$ cat src/rtl/pipo_arb_pkg.sv
// Shared types and helpers for the PIPO load arbiter.
// Optional build macro used by this slice: PIPO_PARITY_EN (adds q_par).
package pipo_arb_pkg;

    typedef enum logic [1:0] {
        StIdle,
        StGrant,
        StDone
    } state_e;

    // Index width for NREQ requesters; never narrower than one bit.
    function automatic int unsigned ptr_w(input int unsigned n);
        return (n > 1) ? $clog2(n) : 1;
    endfunction

    localparam bit QRstBit = 1'b0;

endpackage

$ cat src/rtl/pipo_load_arbiter_if.sv
// Requester-side bus of the PIPO load arbiter.
// PIPO_PARITY_EN defined adds the registered parity bit q_par.
interface pipo_load_arbiter_if
    import pipo_arb_pkg::*;
#(
    parameter int unsigned WIDTH = 8,
    parameter int unsigned NREQ  = 4
) ();

    localparam int unsigned PtrW = ptr_w(NREQ);

    logic [NREQ-1:0]       req;
    logic [NREQ*WIDTH-1:0] wr_data;
    logic [NREQ-1:0]       grant;
    logic [NREQ-1:0]       ack;
    logic [WIDTH-1:0]      q;
    logic [PtrW-1:0]       owner;
    logic                  busy;
`ifdef PIPO_PARITY_EN
    logic                  q_par;

    modport master (output req, wr_data, input grant, ack, q, owner, busy, q_par);
    modport slave  (input req, wr_data, output grant, ack, q, owner, busy, q_par);
`else
    modport master (output req, wr_data, input grant, ack, q, owner, busy);
    modport slave  (input req, wr_data, output grant, ack, q, owner, busy);
`endif

endinterface

$ cat src/rtl/pipo_rr_pick.sv
// Combinational round-robin selector: first asserted request at or after rr_ptr_i,
// wrapping modulo NREQ.
module pipo_rr_pick
    import pipo_arb_pkg::*;
#(
    parameter int unsigned NREQ = 4,
    localparam int unsigned PtrW = ptr_w(NREQ)
) (
    input  logic [NREQ-1:0] req_i,
    input  logic [PtrW-1:0] rr_ptr_i,
    output logic            valid_o,
    output logic [PtrW-1:0] sel_o
);

    int unsigned idx;

    // Scan from the farthest offset back to the pointer so the nearest hit wins.
    always_comb begin
        valid_o = 1'b0;
        sel_o   = '0;
        idx     = 0;
        for (int i = NREQ - 1; i >= 0; i--) begin
            idx = (32'(rr_ptr_i) + 32'(i)) % NREQ;
            if (req_i[idx[PtrW-1:0]]) begin
                valid_o = 1'b1;
                sel_o   = idx[PtrW-1:0];
            end
        end
    end

endmodule

$ cat src/rtl/pipo_load_arbiter.sv
// Round-robin arbiter and load sequencer sharing one PIPO register among NREQ requesters.
// PIPO_PARITY_EN defined adds q_par = ^q, registered alongside q.
module pipo_load_arbiter
    import pipo_arb_pkg::*;
#(
    parameter int unsigned WIDTH = 8,
    parameter int unsigned NREQ  = 4
) (
    input logic               clk,
    input logic               rst_n,
    pipo_load_arbiter_if.slave bus
);

    localparam int unsigned PtrW = ptr_w(NREQ);

    state_e           state_q, state_d;
    logic [PtrW-1:0]  sel_q, sel_d;
    logic [PtrW-1:0]  rr_ptr_q, rr_ptr_d;
    logic [PtrW-1:0]  owner_q, owner_d;
    logic [WIDTH-1:0] q_q, q_d;
    logic             pick_valid;
    logic [PtrW-1:0]  pick_sel;
    logic [NREQ-1:0]  sel_onehot;

    pipo_rr_pick #(
        .NREQ (NREQ)
    ) u_pick (
        .req_i    (bus.req),
        .rr_ptr_i (rr_ptr_q),
        .valid_o  (pick_valid),
        .sel_o    (pick_sel)
    );

    always_comb begin
        state_d    = state_q;
        sel_d      = sel_q;
        rr_ptr_d   = rr_ptr_q;
        owner_d    = owner_q;
        q_d        = q_q;
        sel_onehot = {{(NREQ - 1){1'b0}}, 1'b1} << sel_q;
        bus.grant  = '0;
        bus.ack    = '0;
        bus.busy   = (state_q != StIdle);
        unique case (state_q)
            StIdle: begin
                if (pick_valid) begin
                    sel_d   = pick_sel;
                    state_d = StGrant;
                end
            end
            StGrant: begin
                bus.grant = sel_onehot;
                // A request withdrawn during GRANT aborts without loading or rotating.
                if (bus.req[sel_q]) begin
                    q_d     = bus.wr_data[32'(sel_q) * WIDTH +: WIDTH];
                    owner_d = sel_q;
                    state_d = StDone;
                end else begin
                    state_d = StIdle;
                end
            end
            StDone: begin
                bus.ack  = sel_onehot;
                rr_ptr_d = (sel_q == PtrW'(NREQ - 1)) ? '0 : sel_q + 1'b1;
                state_d  = StIdle;
            end
            default: state_d = StIdle;
        endcase
    end

`ifdef PIPO_PARITY_EN
    logic q_par_q;
    assign bus.q_par = q_par_q;
`endif

    always_ff @(posedge clk or negedge rst_n) begin
        if (!rst_n) begin
            state_q  <= StIdle;
            sel_q    <= '0;
            rr_ptr_q <= '0;
            owner_q  <= '0;
            q_q      <= {WIDTH{QRstBit}};
`ifdef PIPO_PARITY_EN
            q_par_q  <= 1'b0;
`endif
        end else begin
            state_q  <= state_d;
            sel_q    <= sel_d;
            rr_ptr_q <= rr_ptr_d;
            owner_q  <= owner_d;
            q_q      <= q_d;
`ifdef PIPO_PARITY_EN
            q_par_q  <= ^q_d;
`endif
        end
    end

    assign bus.q     = q_q;
    assign bus.owner = owner_q;

endmodule

$ cat src/flat_wrapper.sv
// flat-port wrapper written by rule: the top's interface ports become plain ports
module pipo_load_arbiter_flat import pipo_arb_pkg::*;
#(
    parameter int unsigned WIDTH = 8,
    parameter int unsigned NREQ  = 4
)
  (clk, rst_n, bus_req, bus_wr_data, bus_grant, bus_ack, bus_q, bus_owner, bus_busy);
  pipo_load_arbiter_if #(.WIDTH(WIDTH), .NREQ(NREQ)) bus_i ();
  input logic clk;
  input logic rst_n;
  input wire logic [$bits(bus_i.req)-1:0] bus_req;
  input wire logic [$bits(bus_i.wr_data)-1:0] bus_wr_data;
  output wire logic [$bits(bus_i.grant)-1:0] bus_grant;
  output wire logic [$bits(bus_i.ack)-1:0] bus_ack;
  output wire logic [$bits(bus_i.q)-1:0] bus_q;
  output wire logic [$bits(bus_i.owner)-1:0] bus_owner;
  output wire logic [$bits(bus_i.busy)-1:0] bus_busy;
  assign bus_i.req = bus_req;
  assign bus_i.wr_data = bus_wr_data;
  assign bus_grant = bus_i.grant;
  assign bus_ack = bus_i.ack;
  assign bus_q = bus_i.q;
  assign bus_owner = bus_i.owner;
  assign bus_busy = bus_i.busy;
  pipo_load_arbiter #(.WIDTH(WIDTH), .NREQ(NREQ)) u_core (.clk(clk), .rst_n(rst_n), .bus(bus_i));
endmodule
$ cat config.mk
export PLATFORM = sky130hd
export DESIGN_NAME = pipo_load_arbiter_flat
export DESIGN_NICKNAME = d
export VERILOG_FILES = /design/src/rtl/pipo_arb_pkg.sv /design/src/rtl/pipo_load_arbiter_if.sv /design/src/rtl/pipo_rr_pick.sv /design/src/rtl/pipo_load_arbiter.sv /design/src/flat_wrapper.sv
export SDC_FILE = /design/constraint.sdc
export NUM_CORES = 1
export LEC_CHECK = 0
export ABC_AREA = 1
export CORE_MARGIN = 1.5
export CORE_UTILIZATION = 37
export DETAILED_ROUTE_END_ITERATION = 8
export PLACE_DENSITY_LB_ADDON = 0.12
export SLEW_MARGIN = 20
export SYNTH_ARGS = -nofsm -noshare
export SYNTH_HDL_FRONTEND = slang
export SYNTH_SLANG_ARGS = --single-unit
$ cat constraint.sdc
create_clock -name clk -period 1.4 [get_ports clk]
set_clock_uncertainty 0.1 [all_clocks]
set_input_delay 0.28 -clock clk [delete_from_list [all_inputs] [get_ports clk]]
set_output_delay 0.28 -clock clk [all_outputs]
set_load 0.05 [all_outputs]
Word-level counts from Yosys, hierarchy flattened:

Cells that the tools add are included.

* bits in registers: 16
* bits in latches: 0
* bits in writable memories: 0
* ROM bits: 0
* input bits: 38
* output and inout bits: 19
* logic and storage cells: 48
* memories: 0

* add/sub/neg operators: 4
* $mul: 0
* divide/modulo/power cells: 0
* magnitude comparators: 5
* equal/unequal tests: 4
* shift operators: 2
* muxes and demuxes: 24
* bitwise operators: 0
* reductions and logical operators: 4

Operators with widths (count)
* 32-bit by 6-bit variable part select with 8-bit output: 1
* 2-bit by 3-bit less-than comparator with 1-bit output, second input constant: 5
* 2-bit two-way mux: 7
* 1-bit binary-select mux with 2-bit select: 5
* 1-bit two-way mux: 9
* 4-bit two-way mux: 2
* 2-bit by 1-bit adder with 2-bit output, second input constant: 2
* 2-bit adder, second input constant: 2
* 2-bit equality test, second input constant: 2
* 2-bit case mux with 2 select lines: 1
* 2-bit AND reduction: 2
* 1-bit by 2-bit << shifter with 4-bit output, first input constant: 1
* 2-bit by 1-bit equality test with 1-bit output, second input constant: 1
* 2-bit logical NOT: 1
* 2-bit by 1-bit inequality test with 1-bit output, second input constant: 1
* 2-bit nonzero test: 1

Logic depth before layout (Yosys ltp):

Gate-level depths: netlist (run 1).

* depth after elaboration: 9
* depth in mapped cells: 12
* mapped depth without buffers: 11

Modules after synthesis:

From an unflattened synthesis (run 1), not the netlist that was laid out.

* cells, all modules: 238
* area total of the unflattened synthesis: 1395.1 µm²

Modules (own cells, without submodules)
* pipo_load_arbiter: instances 1, cells each 192, area each 1182.4 µm², sequential area each 400.4 µm²
* pipo_rr_pick: instances 1, cells each 46, area each 212.7 µm², sequential area each 0.0 µm²

Worst setup path after synthesis (run 1):

OpenSTA, ideal clock, no wires.

* kind: register to output
* start point: register u_core.sel_q[0]
* end point: output bus_ack[0]
* arrival time: 1.637 ns
* data required time: 1.020 ns
* path slack: -0.617 ns
* cell stages (with the launch flop): 7
* path buffers: 2
* cell sequence: dfrtp_1 inv_1 buf_2 buf_4 ha_1 inv_1 nor2_1

* cells in the longest elaborated chain, start to end: 2

RTL lines
* start: declaration: RTL line pipo_load_arbiter.sv:17 `logic [PtrW-1:0] sel_q, sel_d;`
* start signal: assignment: RTL line pipo_load_arbiter.sv:88 `sel_q <= sel_d;`
* 1-bit by 2-bit << shifter with 4-bit output: RTL line pipo_load_arbiter.sv:40 `sel_onehot = {{(NREQ - 1){1'b0}}, 1'b1} << sel_q;`
* 4-bit two-way mux: RTL line pipo_load_arbiter.sv:44 `unique case (state_q)`
* end: declaration: RTL line flat_wrapper.sv:14 `output wire logic [$bits(bus_i.ack)-1:0] bus_ack;`

No other way between the ends.

Worst setup path in the final report (run 1):

* start point: register u_core.state_q[1]
* end point: output bus_ack[2]

* cells in the longest elaborated chain, start to end: 2

RTL lines
* start: declaration: RTL line pipo_load_arbiter.sv:16 `state_e state_q, state_d;`
* start signal: assignment: RTL line pipo_load_arbiter.sv:78 `state_q <= StIdle;`
* start signal: assignment: RTL line pipo_load_arbiter.sv:87 `state_q <= state_d;`
* 2-bit equality test: RTL line pipo_load_arbiter.sv:44
* 4-bit two-way mux: RTL line pipo_load_arbiter.sv:44

No other way between the ends.

==> run summary, run 1 <==
Status: complete, but fails checks
Failing checks: setup timing
RSZ-0062 raised after global routing: yes
Flops & latches, synth: 16
DP Area: 2208 um2
Mux cell area share after synthesis: 0%
H-tree depth: 1
Io pins: 57
Skew-Pair Late Insertion Delay: 0.28 ns
Internal power: 2.871 mW
Final min period: 1.719 ns
Clock power frac: 5.3%
Max VDD drop: 1534 uV
First-pass GRT wire length: 6.423 mm
Kind of critical path: register to output pin
Synth Instances: 187
Clock Tree Buf Depth: 2
Clock Tree Root: clkbuf_4
Synthesized Nets: 229
Hpwl dp: 2.778 mm
Critical Path Sink: bus_ack[2]
Clock sink count: 16
# rows: 20
Synth cell types: 22
Max_cap viols: 0
Die height: 60.98 um
GRT Overall Usage: 23.04%
Switching share of power: 50.40%
Ranking of synthesized cells by area: dfrtp_1 (32%), nand2_1 (18%), nor2_1 (8.1%), o21ai_0 (7.2%), nand2_2 (6.5%)
Arr. time, crit path: 1.34 ns
Reg2Reg Setup Slack: -0.19 ns
Share of cells above drive strength 1: 42.75%
Congestion Overflow GR: 0
Core area: 3128 um2
Worst Path Max Fanout: 4
DRT iter0 DRCs: 53
Critical R2R Launch: u_core.sel_q[0]
Iteration count of the initial detailed-routing pass: 4
Register area: 404.1 um2
NetSw: 2.917 mW
Commonest cells after routing, fill and taps aside: nand2_1 (52), clkdlybuf4s50_1 (37), buf_4 (29), nand2_2 (20), nor2_1 (17)
Fin crit share: 122.8%
Via/cell ratio: 4.769
Multi-input gate area: 857.1 um2
Ys Warns: 0
XOR/XNOR share of the synthesized area: 0%
Synth Area in Simple Gates: 39.44%
Synthesized area: 1244 um2
Synth area leader: dfrtp_1
CTS tree: yes
Placed cell count: 304
Slew margin rel.: 83.73%
Non-filler instance count after layout: 320
Post-CTS Hold Buffers: 0
Final nets: 319
Worst Setup Start Kind: register
Clock transition at the registers of the reported paths: 0.10 ns
Vias in the first global route: 1490
Post-Synth Adder-Cell Area: 4.024%
Endpoints failing hold: 0
Largest net degree at the start of global routing: 17
Critical path endpoint category: output pin
Seq/Total Area, Yosys: 32.19%
Initial core utilization: 39.76%
Final setup fails: 21
Main combinational cell family by area after synthesis: simple AND/OR/NAND/NOR gates
WL final: 4.206 mm
Post-synth top area share: 32.19%
CTS Buf Count: 3
Synth Area in Compound Gates: 14.29%
Die width: 60.98 um
Max frequency: 581.7 MHz
Static leakage: 1.148 nW
IO Port Bufs: 56
Initial antenna violation count: 0
Required time worst endpoint: 1.02 ns
Fin area: 2456 um2
DRC viols: 0
Wire per inst: 13.14 um
Pins Over Slew Limit: 0
FILL cells: 229
CP startpoint: u_core.state_q[1]
Pwr Density: 2356 nW/um2
FF-to-FF path depth: 8
Antenna-violating nets left: 0
Setup_tns: -4.376 ns
Mapped Avg Cell Area: 6.651 um2
Gate power share: 77.4%
Worst Slack Setup Final: -0.3191 ns
Routed vias: 1526
Worst slew pin tran: 0.2432 ns
Area Growth Syn to Fin: 97.49%
Hold Path Class: input port to asynchronous set/reset pin
Register share of total power: 17.4%
Die ar.: 3718 um2
R2r endpoint: u_core.bus.owner[0]
Commonest non-fill, non-tap cell in the layout: nand2_1
GPL Wtd Cong: 0.8131
N_diodes: 0
-- worst max-delay path, cell delays in order (launching register included) --
cell and delay, ns:
dfrtp_1 0.37, inv_1 0.09, nor2_2 0.21, inv_4 0.10
nor2_4 0.13, buf_6 0.16
-- kinds of logic (layout without fill, tap and decap cells) --
logic type               after synthesis  count (layout)
buffers and inverters                 25             114
adder cells (fa/ha/maj)                4               4
flip-flops                            16              16
AND/OR/NAND/NOR                      110             110
AO/OA/AOI/OAI                         32              32
-- routing by layer --
metal	share of wire (%)	vias up	GRT usage, %
met5	0	-	0
met4	1.0	0	5.590
met3	4.6	4	5.544
met2	51	38	40.86
met1	43	713	28.08
li1	-	771	-
-- through the flow --
| stage | power, mW | utilization [%] | hold slack (ns) | worst slack [ns] |
|---|---|---|---|---|
| final | 5.787 | 78.52 | 0.2151 | -0.3191 |
| after floorplan | 3.389 | - | -0.1156 | -0.1247 |
| after CTS | 5.487 | 75.48 | 0.2220 | -0.2835 |
| after detailed placement | 4.869 | 70.60 | 0.4331 | -0.3916 |
| after global placement | 4.820 | 70.60 | 0.4249 | -0.3368 |
| after global routing | 6.177 | 78.52 | 0.2316 | -0.3607 |
-- worst min path at each step --
| stage | slack (ns) | from | endpoint | cells past startpoint |
|---|---|---|---|---|
| global route | 0.23 | rst_n | u_core.bus.q[6] | 2 |
| finish | 0.22 | rst_n | u_core.state_q[1] | 2 |
| floorplan | -0.12 | rst_n | u_core.bus.owner[0] | 0 |
| CTS | 0.22 | rst_n | u_core.state_q[1] | 2 |
| detailed placement | 0.43 | u_core.bus.q[3] | u_core.bus.q[3] | 2 |
| global placement | 0.42 | u_core.bus.q[3] | u_core.bus.q[3] | 2 |
-- area by class of cell --
cell class                 instances  share of cell area, %
tap                               44                  2.241
sequential                        16                  16.45
inverter                          18                  3.974
clock buffer                       4                  1.477
timing repair buffer              91                  40.70
timing repair inverter             1                 0.2547
multi-input combinational        146                  34.90
-- power by group through the flow --
stage	clock network (mW)	registers, mW	logic, mW
6_report	0.306	1.00	4.48
3_3_place_gp	0	0.998	3.82
3_5_place_dp	0	0.982	3.89
5_1_grt	0.329	1.03	4.82
4_1_cts	0.305	0.994	4.19
2_1_floorplan	0	1.28	2.10
-- Yosys cell counts, drive strengths merged --
library cell / n
inv: 17
nand4: 1
o22ai: 8
ha: 4
nor2: 27
clkinv: 1
nand2: 76
o21ai: 23
a21oi: 1
buf: 7
nand3: 5
dfrtp: 16
nand3b: 1
-- sequential cells by signal, summed over array words and instances, names as in the netlist --
signal and flops:
u_core.bus.owner 2, u_core.bus.q 8, u_core.rr_ptr_q 2, u_core.sel_q 2
u_core.state_q 2
-- timing repair --
action / CTS / global route
gates cloned: 0 / 1
resized for setup: 23 / 22
setup endpoints to repair: 22 / 22
buffers inserted: 6 / 5
pin swaps: 4 / 10
Note: power is estimated with default switching activity, not from simulation.
==> inputs of run 2 (changes only) <==
--- a/config.mk
+++ b/config.mk
@@ -10,6 +10,7 @@
 export CORE_UTILIZATION = 37
 export DETAILED_ROUTE_END_ITERATION = 8
 export PLACE_DENSITY_LB_ADDON = 0.12
+export RECOVER_POWER = 25
 export SLEW_MARGIN = 20
 export SYNTH_ARGS = -nofsm -noshare
 export SYNTH_HDL_FRONTEND = slang
==> run summary, run 2 (synthesis results as in run 1) <==
Max incr delay on CP: 0.37 ns
Wire per inst: 13.13 um
Pre-CTS setup slack: -0.3916 ns
RSZ-0062 raised after global routing: yes
DRC viols: 0
Clock Tree Buf Depth: 2
Io pins: 57
Pins Over Slew Limit: 0
Max reg flops: 8
GRT Overall Usage: 23.04%
Clock Tree Root: clkbuf_4
Non-filler instance count after layout: 320
Status: complete, but fails checks
Die width: 60.98 um
Clock sink count: 16
Pwr Density: 2358 nW/um2
Skew-Pair Late Insertion Delay: 0.28 ns
Arr. time, crit path: 1.34 ns
Iteration count of the initial detailed-routing pass: 4
Vias in the first global route: 1490
Fin crit share: 122.8%
Max frequency: 581.7 MHz
Commonest cells after routing, fill and taps aside: nand2_1 (52), clkdlybuf4s50_1 (36), buf_4 (28), nand2_2 (20), nor2_1 (17)
Reg2Reg Setup Slack: -0.19 ns
Core area: 3128 um2
Endpoints failing hold: 0
Largest net degree at the start of global routing: 17
Final hold slack: 0.3510 ns
Final setup fails: 21
Buf/Inv on CP: 3
Hpwl dp: 2.778 mm
Congestion Overflow GR: 0
Critical R2R Launch: u_core.sel_q[0]
Worst Slack Setup Final: -0.3191 ns
FF-to-FF path depth: 8
Critical path's slowest cell: dfrtp_1
Critical Path Sink: bus_ack[2]
First-pass GRT wire length: 6.423 mm
Worst slew pin tran: 0.4015 ns
Commonest non-fill, non-tap cell in the layout: nand2_1
Die ar.: 3718 um2
Slew margin rel.: 73.23%
WL final: 4.201 mm
IO Port Bufs: 56
Required time worst endpoint: 1.02 ns
Clock transition at the registers of the reported paths: 0.10 ns
Failing checks: setup timing
# rows: 20
Worst Path Max Fanout: 4
CTS tree: yes
Crit-path cells: inv_1, nor2_2, inv_4, nor2_4, buf_6
Final min period: 1.719 ns
Initial antenna violation count: 0
Hold Path Class: input port to asynchronous set/reset pin
Initial core utilization: 39.76%
CTS Buf Count: 3
DRT iter0 DRCs: 53
Die height: 60.98 um
H-tree depth: 1
WP depth: 5
Worst Setup Start Kind: register
Register area: 404.1 um2
Via/cell ratio: 4.756
Crit path max-delay family: flip-flops
CP startpoint: u_core.state_q[1]
Routed vias: 1522
Multi-input gate area: 857.1 um2
R2r endpoint: u_core.bus.owner[0]
Max VDD drop: 1534 uV
N_diodes: 0
Final nets: 319
Total power: 5.786 mW
FILL cells: 230
Share of cells above drive strength 1: 42.75%
Static leakage: 1.147 nW
GPL Wtd Cong: 0.8131
Kind of critical path: register to output pin
Placed cell count: 304
Max_cap viols: 0
Antenna-violating nets left: 0
Area Growth Syn to Fin: 97.28%
Post-CTS Hold Buffers: 0
Critical path endpoint category: output pin
==> run 2: timing repair <==
| action | CTS | global route |
|---|---|---|
| setup buffers | 6 | 5 |
| cloned | 0 | 1 |
| resized for setup | 23 | 22 |
| endpoints found under the setup margin | 22 | 22 |
| pin swaps | 4 | 10 |
==> run 2: report_power, final <==
| part | total, mW | internal (mW) | switching [mW] |
|---|---|---|---|
| sequential | 1.00 | 0.689 | 0.315 |
| clock | 0.306 | 0.158 | 0.148 |
| combinational | 4.48 | 2.02 | 2.45 |
==> run 2: cell type report <==
cell class,count,area share (%)
Multi-Input combinational cell,146,34.93
Timing Repair inverter,1,0.2550
Tap cell,44,2.244
Clock buffer,4,1.479
Timing Repair Buffer,91,40.64
Inverter,18,3.978
Sequential cell,16,16.47
==> run 2: how the worst min path moves through the flow <==
stage / endpoint / slack, ns / cells after the start
after floorplan: u_core.bus.owner[0] / -0.12 / 0
after global placement: u_core.bus.q[3] / 0.42 / 2
after detailed placement: u_core.bus.q[3] / 0.43 / 2
after CTS: u_core.state_q[1] / 0.22 / 2
after global routing: u_core.bus.q[6] / 0.40 / 2
final: u_core.state_q[1] / 0.35 / 2
==> run 2: layer usage <==
metal	wire length, um	GRT usage (%)
met5	0	0
met4	42	5.590
met3	194	5.544
met2	2142	40.86
met1	1823	28.08
==> run 2: metrics by stage <==
stage          TNS [ns]  util [%]  area [um2]
2_1_floorplan   -0.6799         -        1358
5_1_grt          -5.862     78.44        2454
6_report         -4.376     78.44        2454
3_5_place_dp     -5.292     70.60        2208
4_1_cts          -3.876     75.48        2361
3_3_place_gp     -4.595     70.60        2208
==> run 2: worst register-to-register path: stages (launching register included) <==
cell and delay [ns]:
dfrtp_2 0.47, inv_4 0.11, buf_4 0.14, nor2_1 0.04
o21ai_1 0.17, nand3_2 0.16, buf_6 0.18, nand2_1 0.07
o21ai_2 0.05
==> inputs of run 3 (changes only) <==
--- a/config.mk
+++ b/config.mk
@@ -9,6 +9,7 @@
 export CORE_MARGIN = 1.5
 export CORE_UTILIZATION = 37
 export DETAILED_ROUTE_END_ITERATION = 8
+export MAX_ROUTING_LAYER = met4
 export PLACE_DENSITY_LB_ADDON = 0.12
 export RECOVER_POWER = 25
 export SLEW_MARGIN = 20
==> run summary, run 3 (synthesis results as in run 1) <==
Status: complete, but fails checks
Failing checks: setup timing
Placed cell count: 304
Commonest cells after routing, fill and taps aside: nand2_1 (52), clkdlybuf4s50_1 (36), buf_4 (28), nand2_2 (20), nor2_1 (17)
Wire per inst: 13.16 um
Max VDD drop: 1533 uV
Clock Tree Buf Depth: 2
Core area: 3128 um2
Initial core utilization: 39.76%
Worst Slack Setup Final: -0.3213 ns
Static leakage: 1.147 nW
Share of cells above drive strength 1: 42.75%
Endpoints failing hold: 0
Max incr delay on CP: 0.37 ns
Initial antenna violation count: 0
WL final: 4.210 mm
Skew-Pair Late Insertion Delay: 0.28 ns
Routed vias: 1524
Slew margin rel.: 72.99%
Worst slew pin tran: 0.4051 ns
Final nets: 319
Via/cell ratio: 4.763
Kind of critical path: register to output pin
Crit-path cells: inv_1, nor2_2, inv_4, nor2_4, buf_6
GRT Overall Usage: 23.82%
Max frequency: 580.9 MHz
Max_cap viols: 0
IO Port Bufs: 56
Required time worst endpoint: 1.02 ns
Max reg flops: 8
Antenna-violating nets left: 0
Clock Tree Root: clkbuf_4
Non-filler instance count after layout: 320
Fin crit share: 123.0%
Critical path endpoint category: output pin
Clock sink count: 16
H-tree depth: 1
DRC viols: 0
Final hold slack: 0.3501 ns
DP Area: 2208 um2
Arr. time, crit path: 1.34 ns
Largest net degree at the start of global routing: 17
Fin area: 2454 um2
RSZ-0062 raised after global routing: yes
Worst Setup Start Kind: register
Critical path's slowest cell: dfrtp_1
Worst Path Max Fanout: 4
Hpwl dp: 2.778 mm
Io pins: 57
Final setup fails: 21
Clock transition at the registers of the reported paths: 0.10 ns
# rows: 20
Hold Path Class: input port to asynchronous set/reset pin
Iteration count of the initial detailed-routing pass: 4
Final min period: 1.721 ns
Commonest non-fill, non-tap cell in the layout: nand2_1
GPL Wtd Cong: 0.8250
Die ar.: 3718 um2
Vias in the first global route: 1491
Die height: 60.98 um
First-pass GRT wire length: 6.437 mm
Area Growth Syn to Fin: 97.28%
Post-Route Utilization: 78.44%
Congestion Overflow GR: 0
DRT iter0 DRCs: 44
Pwr Density: 2360 nW/um2
Die width: 60.98 um
CTS tree: yes
CTS Buf Count: 3
Pins Over Slew Limit: 0
N_diodes: 0
-- run 3: cell counts in the layout (fill, tap and decap cells not counted) --
No cell type changed its count.
-- run 3: what timing repair did --
| action | in CTS | in global routing |
|---|---|---|
| resized for setup | 23 | 22 |
| pin swaps | 4 | 10 |
| buffers inserted | 6 | 5 |
| hold buffers | 0 | 0 |
| setup endpoints to repair | 22 | 22 |
| gates cloned | 0 | 1 |
-- run 3: critical path, delay by kind of cell, from the launching register on --
kind,cells,cell delay (ns)
DFF,1,0.37
buffers and inverters,3,0.35
and+or+nand+nor,2,0.34
-- run 3: path summary, 6_finish.rpt --
| path | end | cells past startpoint | slack [ns] | start |
|---|---|---|---|---|
| max reg2reg | u_core.bus.owner[0] | 8 | -0.19 | u_core.sel_q[0] |
| max in group asynchronous | u_core.sel_q[0] | 2 | 0.54 | rst_n |
| min reg2reg | u_core.bus.q[3] | 2 | 0.45 | u_core.bus.q[3] |
| min | u_core.state_q[1] | 2 | 0.35 | rst_n |
| min in group clk | u_core.bus.q[3] | 2 | 0.45 | u_core.bus.q[3] |
| max | bus_ack[2] | 5 | -0.32 | u_core.state_q[1] |
-- run 3: final cells by class --
class	count	area (um2)
multi-input combinational	146	857.1
tap	44	55.05
sequential	16	404.1
fill	230	674.4
inverter	18	97.59
timing repair inverter	1	6.256
timing repair buffer	91	997.2
clock buffer	4	36.28
-- run 3: where the power goes --
| group | switching, mW | total, mW | internal, mW |
|---|---|---|---|
| Clock | 0.149 | 0.307 | 0.158 |
| Sequential | 0.315 | 1.00 | 0.689 |
| Combinational | 2.46 | 4.48 | 2.02 |
| Total | 2.92 | 5.79 | 2.87 |
-- run 3: per-stage QoR --
stage               worst slack (ns)  TNS (ns)  power, mW
floorplan                    -0.1247   -0.6799      3.389
global placement             -0.3368    -4.595      4.820
detailed placement           -0.3916    -5.292      4.869
CTS                          -0.2835    -3.876      5.487
global route                 -0.3646    -5.878      6.178
finish                       -0.3213    -4.429      5.790
-- run 3: routing by layer --
layer | up-vias | global-route usage, % | wire length (um)
li1 | 771 | - | -
met1 | 707 | 29.00 | 1871
met2 | 42 | 40.86 | 2137
met3 | 4 | 4.264 | 159
met4 | 0 | 5.590 | 42
met5 | - | - | 0
